File: src/rtl/bin_to_bcd_seq.sv
// Sequential binary-to-BCD converter (shift-and-add-3, one bit per clock).
// Values above BCD_MAX saturate to all nines and raise overflow alongside done.
module bin_to_bcd_seq #(
    parameter int               BIN_W   = 20,
    parameter int               DIGITS  = 6,
    parameter logic [BIN_W-1:0] BCD_MAX = 20'd999_999
) (
    input  logic                  sys_clk,
    input  logic                  sys_rst,
    input  logic                  start,
    input  logic [BIN_W-1:0]      bin_in,
    output logic                  busy,
    output logic                  done,
    output logic [4*DIGITS-1:0]   bcd_out,
    output logic                  overflow
);

    // One spare digit so inputs up to 2^BIN_W-1 convert cleanly before saturation.
    localparam int ACC_W  = 4*DIGITS + 4;
    localparam int PAIR_W = ACC_W + BIN_W;
    localparam int CNT_W  = $clog2(BIN_W + 1);
    localparam logic [CNT_W-1:0] LAST_CNT = CNT_W'(BIN_W - 1);

    typedef enum logic [0:0] {
        IDLE  = 1'b0,
        SHIFT = 1'b1
    } state_t;

    state_t             state, state_next;
    logic [BIN_W-1:0]   bin_sr;
    logic [ACC_W-1:0]   acc;
    logic [ACC_W-1:0]   acc_adj;
    logic [PAIR_W-1:0]  pair_sh;
    logic [CNT_W-1:0]   cnt;
    logic               ovf_pend;
    logic               last_shift;

    always_comb begin
        // NOTE: every always_comb output gets a default first, so no path can infer a latch.
        acc_adj = acc;
        for (int d = 0; d < DIGITS + 1; d++) begin
            if (acc[4*d +: 4] >= 4'd5)
                acc_adj[4*d +: 4] = acc[4*d +: 4] + 4'd3;
        end
        pair_sh = {acc_adj, bin_sr} << 1;
    end

    assign last_shift = (state == SHIFT) && (cnt == LAST_CNT);

    always_comb begin
        state_next = state;
        case (state)
            IDLE:    if (start) state_next = SHIFT;
            SHIFT:   if (cnt == LAST_CNT) state_next = IDLE;
            default: state_next = IDLE;
        endcase
    end

    // NOTE: sequential state uses non-blocking assignments so every register samples pre-edge values.
    always_ff @(posedge sys_clk) begin
        if (sys_rst) state <= IDLE;
        else         state <= state_next;
    end

    always_ff @(posedge sys_clk) begin
        if (sys_rst) begin
            bin_sr   <= '0;
            acc      <= '0;
            cnt      <= '0;
            ovf_pend <= 1'b0;
            done     <= 1'b0;
            bcd_out  <= '0;
            overflow <= 1'b0;
        end else begin
            done <= 1'b0;
            if (state == IDLE) begin
                if (start) begin
                    bin_sr   <= bin_in;
                    acc      <= '0;
                    cnt      <= '0;
                    ovf_pend <= (bin_in > BCD_MAX);
                end
            end else begin
                acc    <= pair_sh[BIN_W +: ACC_W];
                bin_sr <= pair_sh[BIN_W-1:0];
                cnt    <= cnt + 1'b1;
                if (last_shift) begin
                    bcd_out  <= ovf_pend ? {DIGITS{4'h9}} : pair_sh[BIN_W +: 4*DIGITS];
                    overflow <= ovf_pend;
                    done     <= 1'b1;
                end
            end
        end
    end

    // State is itself a register, so busy has no combinational path from inputs.
    assign busy = (state == SHIFT);

endmodule

File: config.mk
export PLATFORM = sky130hd
export DESIGN_NAME = bin_to_bcd_seq
export DESIGN_NICKNAME = d
export VERILOG_FILES = /design/src/rtl/bin_to_bcd_seq.sv
export SDC_FILE = /design/constraint.sdc
export NUM_CORES = 1
export LEC_CHECK = 0
export BUFFER_PORTS_ARGS = -buffer_cell sky130_fd_sc_hd__clkbuf_2
export CORE_MARGIN = 4
export CORE_UTILIZATION = 55
export DETAILED_ROUTE_END_ITERATION = 12
export PLACE_DENSITY = 0.77
export SYNTH_ARGS = -nofsm -noshare
export SYNTH_HDL_FRONTEND = slang
export SYNTH_SLANG_ARGS = --single-unit
File: constraint.sdc
create_clock -name sys_clk -period 4.5 [get_ports sys_clk]
set_input_delay 0.225 -clock sys_clk [delete_from_list [all_inputs] [get_ports sys_clk]]
set_output_delay 0.225 -clock sys_clk [all_outputs]
set_load 0.005 [all_outputs]
==> key figures <==
Final layout
  • P&R area growth vs syn: 12.1%
  • Ant diodes: 0
  • Layout cells sized above 1: 18.8%
  • Post-layout util: 65.1%
  • Area occupied by multi-input gates: 1810 sq um
  • Nets: 484
  • FF/Latch Area: 1540 sq um
  • Filler instances: 514
  • Fin area: 3950 sq um
  • Final Non-Filler Cells: 527

Timing
  • RSZ-0062 raised after global routing: no
  • Slew headroom: 18.8%
  • Final setup TNS: 0 ns
  • Setup violators final: 0
  • Post-layout min period: 2.81 ns
  • Worst Hold Slack: 0.154 ns
  • F_max: 356 MHz
  • Pins Over Slew Limit: 0
  • Worst slew pin tran: 1.21 ns
  • Final Hold Vio Count: 0
  • Final WS setup: 1.69 ns
  • Skew final: 0.00910 ns
  • Final Cycle Share: 62.3%

Place
  • DP Area: 3750 sq um
  • Routability cong.: 0.824
  • Dpl hpwl: 4.88 mm
  • Cell count after placement: 512
  • Port buffer count: 49
  • Worst slack, placed: 1.66 ns

Floorplan
  • Ports: 50
  • Die area: 7740 sq um
  • Die height: 88.0 um
  • Die W: 88.0 um
  • Core area: 6060 sq um
  • # rows: 28
  • Initial core utilization: 58.1%

Logic synthesis
  • Mean Syn Cell Area: 8.50 sq um
  • Ys Warns: 0
  • Main flop type after synthesis: dfxtp_1
  • FFs w/ async S/R, synth: 0%
  • Count of different cell masters after synthesis: 35
  • Syn Nets: 450
  • Flops & latches, synth: 77
  • Yosys top cell area share: 43.8%
  • Dominant cell type by area after synthesis: dfxtp_1
  • Synthesized instance count: 414
  • Post-synth EDFFs: 0
  • Seq/Total Area, Yosys: 43.8%
  • Syn Std Cell Area: 3520 sq um
  • Leading post-synthesis cells by cell area: dfxtp_1, nor2_1, a21oi_1

Global routing
  • Aggregate global routing overflow: 0
  • Initial antenna violation count: 0
  • Number of global-route vias before repair: 2658
  • Gr usage total: 20.3%
  • First-pass GRT wire length: 12.3 mm
  • Largest net degree at the start of global routing: 71

Clock tree
  • Clock Tree Root: clkbuf_8
  • # resized after CTS: 0
  • # hold bufs at CTS: 0
  • CTS clk-pin slew, worst paths: 0.07 ns
  • CTS tree: built
  • Clock sinks: 77
  • Clock tree buffer depth: 2
  • CTS Buf Count: 9
  • Post-CTS setup buffer count: 0
  • Clk_lat worst skew: 0.35 ns
  • H-tree depth: 3

Power
  • Leak: 1.54 nW
  • Total power: 1.31 mW
  • VDD IR max: 0.181 mV
  • Cell Pwr Density: 333 nW/um^2

Outcome
  • Outcome: completed

Routing
  • Post-route DRC: 0
  • Drt wl/cell: 13.6 um
  • TritonRoute pass-1 iters: 4
  • Drt total wl: 7.17 mm
  • Drt via density: 5.50
  • Initial DRC Count: 104
  • Post-route ant nets: 0
  • DR vias: 2898

Setup path
  • Crit path max fanout: 70
  • Worst Setup End Kind: flip-flop
  • CP Launch Type: flip-flop
  • Worst EP arrival: 3.08 ns
  • Crit Path Category: reg2reg
  • Worst EP required: 4.77 ns
  • R2r setup slk: 1.69 ns

Worst hold path
  • Hold Path Class: in2reg

Flow run
  • Total of max-cap violations: 0
-- layer usage --
layer  up-vias  GRT usage (%)  share of wire, %
met4         0           9.34               1.9
met3        12           3.76               4.5
met5         -              0                 0
met1      1342           27.1                47
met2        62           31.8                46
li1       1482              -                 -
-- path summary, 6_finish.rpt --
| path | from | endpoint | depth (start not counted) |
|---|---|---|---|
| setup / recovery | busy | bcd_out[22] | 3 |
| hold / removal | bin_in[18] | ovf_pend | 3 |
| setup reg to reg | busy | bcd_out[22] | 3 |
| hold reg to reg | acc[21] | acc[21] | 2 |
-- cell type report --
class | count | area share [%]
timing repair buffer | 50 | 6.40
inverter | 14 | 1.33
multi-input combinational | 296 | 45.8
clock inverter | 3 | 1.11
sequential | 77 | 39.1
tap | 75 | 2.38
clock buffer | 12 | 3.93
-- cell usage after synthesis, types with 6 or more instances --
| master | n |
|---|---|
| nor2_1 | 62 |
| buf_2 | 6 |
| ha_1 | 13 |
| mux2_2 | 6 |
| nand3b_1 | 12 |
| xnor2_1 | 6 |
| a211oi_1 | 6 |
| a21oi_1 | 43 |
| nor3b_1 | 12 |
| o21ai_2 | 10 |
| inv_1 | 14 |
| nand2_1 | 26 |
| o21ai_0 | 31 |
| dfxtp_1 | 77 |
| nand2b_1 | 14 |
| mux2i_1 | 20 |
| nor3_1 | 20 |
| clkbuf_1 | 14 |
-- worst max-delay path, stage by stage, from the launching register on --
cell and delay [ns]:
dfxtp_2 1.08, nand4_2 0.76, or3_4 0.67, o21ai_0 0.20
-- registers in the layout, summed over array words and instances, names as in the netlist --
signal    cells
bcd_out      24
overflow      1
bin_sr       20
acc          24
busy          1
done          1
ovf_pend      1
cnt           5
-- power by group --
| group | internal, mW | switching, mW | leakage, nW | total (mW) |
|---|---|---|---|---|
| logic | 0.0314 | 0.0403 | 0.814 | 0.0717 |
| clock network | 0.285 | 0.246 | 0.103 | 0.531 |
| registers | 0.694 | 0.0184 | 0.624 | 0.712 |
-- cell usage in the layout, fill, tap and decap left out, drive strengths merged --
master	n
o32ai	1
inv	15
nand2	26
nand2b	14
or4	1
mux2	6
dfxtp	77
nor3b	12
and4	1
ha	13
or3	1
nor2b	1
nor4	1
clkinv	1
nand3	1
a41oi	1
xor2	1
mux2i	20
o21ai	41
nand4	3
nor3	21
xnor2	6
nor2	63
a211oi	6
o31a	1
bufinv	1
clkbuf	61
buf	1
nand3b	12
a21oi	43
-- cells by family (layout without fill, tap and decap cells) --
group           after synthesis  in the layout  synth area share [%]
compound gates               93             93                  15.0
xor+xnor                      7              7                  1.74
fa+ha+maj                    13             13                  4.62
buf+inv                      41             79                  4.91
flops                        77             77                  43.8
mux                          26             26                  7.61
simple gates                157            157                  22.3
No activity file was read; power rests on OpenSTA's default activity.
